--- config.mk ---
export PLATFORM = sky130hd
export DESIGN_NAME = chnl_rx_unpack
export DESIGN_NICKNAME = d
export VERILOG_FILES = /design/src/rtl/chnl_rx_unpack.sv
export SDC_FILE = /design/constraint.sdc
export NUM_CORES = 2
export LEC_CHECK = 0
export ABC_AREA = 0
export CORE_ASPECT_RATIO = 1.75
export CORE_MARGIN = 2
export CORE_UTILIZATION = 45
export CTS_CLUSTER_DIAMETER = 30
export DETAILED_ROUTE_END_ITERATION = 12
export PLACE_DENSITY = 0.7
export SLEW_MARGIN = 15
export SYNTH_ARGS = -nofsm -noshare
export SYNTH_HDL_FRONTEND = slang
export SYNTH_SLANG_ARGS = --single-unit
export TNS_END_PERCENT = 30
--- constraint.sdc ---
create_clock -name clk -period 14.65 [get_ports clk]
set_input_delay 2.93 -clock clk [delete_from_list [all_inputs] [get_ports clk]]
set_output_delay 2.93 -clock clk [all_outputs]
set_load 0.01 [all_outputs]
--- src/rtl/chnl_rx_unpack.sv ---
// chnl_rx_unpack
// Receives one Riffa RX channel transaction at a time, keeps only the whole
// CHNL_ALIGN-dword records of each transaction, buffers the kept beats in a
// small FIFO and repacks them into RX_WIDTH-bit words on a valid/ready stream.
//
// Ports
//   clk, rst            clock; asynchronous active-high reset
//   CHNL_RX_CLK         channel clock, driven by clk
//   CHNL_RX / _ACK      transaction request / one-cycle registered acknowledge
//   CHNL_RX_LEN         transaction length in dwords (LAST and OFF are ignored)
//   CHNL_RX_DATA/_VALID/_REN  beat handshake, a beat moves on VALID && REN
//   o_val/o_rdy/o_data  repacked output stream, lowest GCD slice first
//   o_err               one-cycle pulse when LEN is not a whole number of records
//   o_busy              high while a transaction is in progress
module chnl_rx_unpack #(
  parameter int C_PCI_DATA_WIDTH = 32,
  parameter int RX_WIDTH         = 32,
  parameter int GCD              = 32,
  parameter int CHNL_ALIGN       = 4,
  parameter int FIFO_DEPTH       = 64
) (
  input  logic                        clk,
  input  logic                        rst,
  output logic                        CHNL_RX_CLK,
  input  logic                        CHNL_RX,
  output logic                        CHNL_RX_ACK,
  input  logic                        CHNL_RX_LAST,
  input  logic [31:0]                 CHNL_RX_LEN,
  input  logic [30:0]                 CHNL_RX_OFF,
  input  logic [C_PCI_DATA_WIDTH-1:0] CHNL_RX_DATA,
  input  logic                        CHNL_RX_DATA_VALID,
  output logic                        CHNL_RX_DATA_REN,
  output logic                        o_val,
  input  logic                        o_rdy,
  output logic [RX_WIDTH-1:0]         o_data,
  output logic                        o_err,
  output logic                        o_busy
);

  localparam int DPB   = C_PCI_DATA_WIDTH / 32;   // dwords per beat
  localparam int AW    = $clog2(FIFO_DEPTH);
  localparam int IN_S  = C_PCI_DATA_WIDTH / GCD;  // slices per beat
  localparam int OUT_S = RX_WIDTH / GCD;          // slices per output word
  localparam int CAP   = IN_S + OUT_S;            // repacker capacity in slices
  localparam int BW    = CAP * GCD;
  localparam int CW    = $clog2(2 * CAP + 1);

  localparam logic [AW:0]   FIFO_LIMIT = (AW + 1)'(FIFO_DEPTH - 1);
  localparam logic [CW-1:0] IN_C       = CW'(IN_S);
  localparam logic [CW-1:0] OUT_C      = CW'(OUT_S);
  localparam logic [CW-1:0] CAP_C      = CW'(CAP);

  typedef enum logic [1:0] {S_IDLE, S_ACK, S_RECV} state_t;

  state_t state, state_next;
  logic   latch;
  logic   consume;
  logic   fifo_wr;
  logic   fifo_rd;

  logic [31:0] total_calc, kept_calc, len_rem;
  logic [32:0] len_ext;
  logic [31:0] remain_q, keep_left_q;

  logic [C_PCI_DATA_WIDTH-1:0] mem [FIFO_DEPTH];
  logic [AW-1:0]               wr_ptr, rd_ptr;
  logic [AW:0]                 fifo_cnt;
  logic [C_PCI_DATA_WIDTH-1:0] fifo_rd_data;

  logic [BW-1:0] pack_q, pack_after, pack_next;
  logic [CW-1:0] sc_q, sc_after, sc_next;
  logic          pop;

  logic unused_inputs;
  assign unused_inputs = ^{CHNL_RX_LAST, CHNL_RX_OFF};

  assign CHNL_RX_CLK = clk;

  // Beat counts are computed in 33 bits so a LEN near 2^32 cannot wrap
  // while rounding up to whole beats.
  assign len_ext    = {1'b0, CHNL_RX_LEN};
  assign total_calc = 32'((len_ext + 33'(DPB - 1)) / 33'(DPB));
  assign len_rem    = CHNL_RX_LEN % 32'(CHNL_ALIGN);
  assign kept_calc  = (CHNL_RX_LEN - len_rem) / 32'(DPB);

  // REN depends only on registered state and occupancy; the one-slot
  // margin keeps a beat in flight from ever overflowing the FIFO.
  assign CHNL_RX_DATA_REN = (state == S_RECV) && (fifo_cnt < FIFO_LIMIT);
  assign consume          = CHNL_RX_DATA_VALID && CHNL_RX_DATA_REN;
  assign fifo_wr          = consume && (keep_left_q != 32'd0);
  assign o_busy           = (state != S_IDLE);

  always_ff @(posedge clk or posedge rst) begin
    if (rst) state <= S_IDLE;
    else     state <= state_next;
  end

  always_comb begin
    state_next = state;
    latch      = 1'b0;
    case (state)
      S_IDLE: begin
        if (CHNL_RX) begin
          state_next = S_ACK;
          latch      = 1'b1;
        end
      end
      S_ACK:  state_next = (remain_q == 32'd0) ? S_IDLE : S_RECV;
      S_RECV: begin
        if (consume && (remain_q == 32'd1)) state_next = S_IDLE;
      end
      default: state_next = S_IDLE;
    endcase
  end

  // ACK is registered from the next state so it is high exactly in S_ACK.
  always_ff @(posedge clk or posedge rst) begin
    if (rst) begin
      CHNL_RX_ACK <= 1'b0;
      o_err       <= 1'b0;
      remain_q    <= '0;
      keep_left_q <= '0;
    end else begin
      CHNL_RX_ACK <= (state_next == S_ACK);
      o_err       <= latch && (len_rem != 32'd0);
      if (latch) begin
        remain_q    <= total_calc;
        keep_left_q <= kept_calc;
      end else if (consume) begin
        if (remain_q != 32'd0)    remain_q    <= remain_q - 32'd1;
        if (keep_left_q != 32'd0) keep_left_q <= keep_left_q - 32'd1;
      end
    end
  end

  always_ff @(posedge clk) begin
    if (fifo_wr) mem[wr_ptr] <= CHNL_RX_DATA;
  end

  assign fifo_rd_data = mem[rd_ptr];

  always_ff @(posedge clk or posedge rst) begin
    if (rst) begin
      wr_ptr   <= '0;
      rd_ptr   <= '0;
      fifo_cnt <= '0;
    end else begin
      if (fifo_wr) wr_ptr <= wr_ptr + AW'(1);
      if (fifo_rd) rd_ptr <= rd_ptr + AW'(1);
      case ({fifo_wr, fifo_rd})
        2'b10:   fifo_cnt <= fifo_cnt + (AW + 1)'(1);
        2'b01:   fifo_cnt <= fifo_cnt - (AW + 1)'(1);
        default: fifo_cnt <= fifo_cnt;
      endcase
    end
  end

  // Repacker: a slice buffer that drains OUT_S slices from the bottom and
  // appends IN_S slices above the remaining ones. Refilling after a pop in
  // the same cycle sustains one beat per cycle.
  always_comb begin
    pop        = o_val && o_rdy;
    sc_after   = sc_q;
    pack_after = pack_q;
    if (pop) begin
      sc_after   = sc_q - OUT_C;
      pack_after = pack_q >> RX_WIDTH;
    end
    fifo_rd   = (fifo_cnt != '0) && ((sc_after + IN_C) <= CAP_C);
    sc_next   = sc_after;
    pack_next = pack_after;
    if (fifo_rd) begin
      sc_next   = sc_after + IN_C;
      pack_next = pack_after | (BW'(fifo_rd_data) << (int'(sc_after) * GCD));
    end
  end

  always_ff @(posedge clk or posedge rst) begin
    if (rst) begin
      pack_q <= '0;
      sc_q   <= '0;
    end else begin
      pack_q <= pack_next;
      sc_q   <= sc_next;
    end
  end

  assign o_val  = (sc_q >= OUT_C);
  assign o_data = pack_q[RX_WIDTH-1:0];

endmodule
==> metrics <==
CP arrival 8.05 ns; Fin. Hold Viols 0; crit path launch type clock port; layout cells sized above 1 0.241; worst reg2reg setup slack 9.31 ns; synth top area cells edfxtp_1 72%, mux4_2 13%, dfrtp_1 4.5%; initial antenna violation count 14; status finished, final reports clean; grt ovf 0; mux contribution to synthesized area 0.136; Pwr Total 17800 uW; fin. max-slew vios 0; synthesized instance count 4155; 1st-iter DRT viols 4184; max cap viols 0; required time worst endpoint roughly 12 ns; Post-synth EDFFs around 2000; combinational share of power 0.269; area leader, netlist edfxtp_1; DR pass1 iterations 8; Synth top cells by count 2048 x edfxtp_1, 492 x mux4_2, 253 x a22oi_1; DRC errors left 0; Worst Hold Depth 2; asr flop ratio synth 0.0699; Yosys top cell area share 0.723; Worst Tran Pin Value roughly 1.2 ns; unrepaired setup endpoints after global routing false; syn_nets around 4300; Hold Crit Class reg -> reg; YS warnings 0; Post-DP HPWL approximately 120 mm; P_int about 12000 uW; Crit. End Element primary output; Synth Area in Simple Gates 0.0283; row count roughly 210; largest net degree at the start of global routing around 110; die area 0.193 sq mm; Nets between 4000 and 5000; sequential share of power 0.417; Mapped Avg Cell Area 20.5 sq um; Mapped Area about 0.085 sq mm; number of cells on the worst reg-to-reg path 9; Adder-Cell Fraction of Synth Area 0.00176; Reg clk slew, reported paths approximately 0.060 ns; crit path kind clk -> out; post-synthesis compound-gate area fraction 0.0447; Setup TNS 0 ns; peak supply drop between 0.1 and 0.15 mV; Post-DRT Antenna Nets 0; width of the die around 330 um; count leader, synth edfxtp_1; crit path max fanout 2; Final Setup Violations 0; first-pass GRT wire length approximately 300 mm; Main synth FF type edfxtp_1; xor/xnor share of the synthesized area 0.00669; setup bufs post-CTS 0; Via-to-Cell Ratio ~6; gpl congestion 0.834; CP max-delay cell clkdlybuf4s50_1; routed length per placed instance roughly 30 um; Leakage approximately 0.03 uW; count of input and output buffers approximately 110; worst clock skew 0.0546 ns; WL final roughly 210 mm; crit-path cells clkbuf_16 > clkbuf_16 > clkdlybuf4s50_1; switching share of power 0.305; Die Ht 579 um; synthesized flop and latch total ~2200; hold buffers post-CTS 0; worst skew pair latency 0.98 ns; max incr delay on CP 0.48 ns; Power Dens Cells around 180 mW/mm^2; NetSw between 5000 and 6000 uW; vias post-DR about 42000; PostCTS Resize Cnt 0; Max-slew headroom 0.188; number of global-route vias before repair roughly 44000; Distinct cells, synth between 70 and 80; power share of the clock group 0.315; Crit path top cell by count clkbuf_16; io pins 139; core area approximately 0.19 sq mm; CTS tree yes; sequential area share after synthesis 0.768; All-Layer GR Usage 0.213; largest family of logic cells by synthesized area multiplexers; area grow syn2layout 13.4%; Initial Utilization 0.452
power by group through the flow:
stage	sequential, uW	combinational (uW)	clock [uW]
CTS	7400	4800	5660
detailed placement	7530	4780	6.94
global route	7430	5110	5880
floorplan	7370	3440	5.62
finish	7400	4770	5590
global placement	7510	4720	6.94
per-stage QoR:
| stage | hold WS (ns) | utilization | worst slack, ns | instance area, sq um | instances |
|---|---|---|---|---|---|
| global placement | 0.462 | 0.474 | 3.95 | 89300 | 6546 |
| finish | 0.479 | 0.512 | 3.67 | 96500 | 6942 |
| global route | 0.505 | 0.512 | 3.63 | 96500 | 6940 |
| CTS | 0.485 | 0.511 | 3.64 | 96400 | 6933 |
| detailed placement | 0.471 | 0.474 | 3.95 | 89300 | 6546 |
| floorplan | 0.451 | - | 4.28 | 85100 | 4155 |
worst paths after layout:
kind	from	endpoint
setup / recovery	clk	CHNL_RX_CLK
hold / removal	pack_q[43]	pack_q[43]
setup reg to reg	rd_ptr[2]	pack_q[16]
hold reg to reg	pack_q[43]	pack_q[43]
max in group asynchronous	rst	rd_ptr[2]
min in group asynchronous	rst	remain_q[29]
cells in the final DEF, fill, tap and decap left out, types with 49 or more instances in the layout:
cell type	instances
edfxtp_1	2048
mux4_2	492
a22oi_1	253
clkbuf_16	218
nand2_1	156
dfrtp_1	152
nor2_1	128
buf_4	108
clkdlybuf4s50_1	74
nor2_4	65
a21oi_1	59
o21ai_0	49
layer usage:
| layer | part of all wire | vias up | global-route usage | wire [um] |
|---|---|---|---|---|
| met5 | 0.00021 | - | 0 | 44 |
| met4 | 0.053 | 6 | 0.106 | 10900 |
| met3 | 0.073 | 529 | 0.0376 | 15100 |
| met2 | 0.53 | 1849 | 0.385 | 110000 |
| met1 | 0.34 | 22320 | 0.244 | 70500 |
| li1 | - | 17534 | - | - |
critical path, delay by kind of cell:
kind | cells | cell delay [ns]
buf+inv | 3 | 0.73
area by class of cell:
| class | count | area [sq um] |
|---|---|---|
| clock buffers | 241 | 5560 |
| flip-flops and latches | 2202 | 65400 |
| diodes | 7 | 17.5 |
| multi-input cells | 1667 | 19000 |
| inverters | 15 | 61.3 |
| well taps | 2449 | 3060 |
| clock inverters | 147 | 1600 |
| fillers | 14577 | 92000 |
| repair buffers | 214 | 1800 |
registers in the layout (all words and copies together), names as in the netlist:
| signal | flops |
|---|---|
| o_err | 1 |
| CHNL_RX_ACK | 1 |
| remain_q | 32 |
| pack_q | 64 |
| wr_ptr | 6 |
| keep_left_q | 32 |
| sc_q | 3 |
| mem | 2048 |
| state | 2 |
| fifo_cnt | 7 |
| rd_ptr | 6 |
kinds of logic after synthesis:
logic type	Yosys count
AO/OA/AOI/OAI	540
XOR/XNOR	65
adder cells (fa/ha/maj)	12
buffers and inverters	286
flip-flops	2202
multiplexers	538
AND/OR/NAND/NOR	512
(Power assumes the default switching activity.)
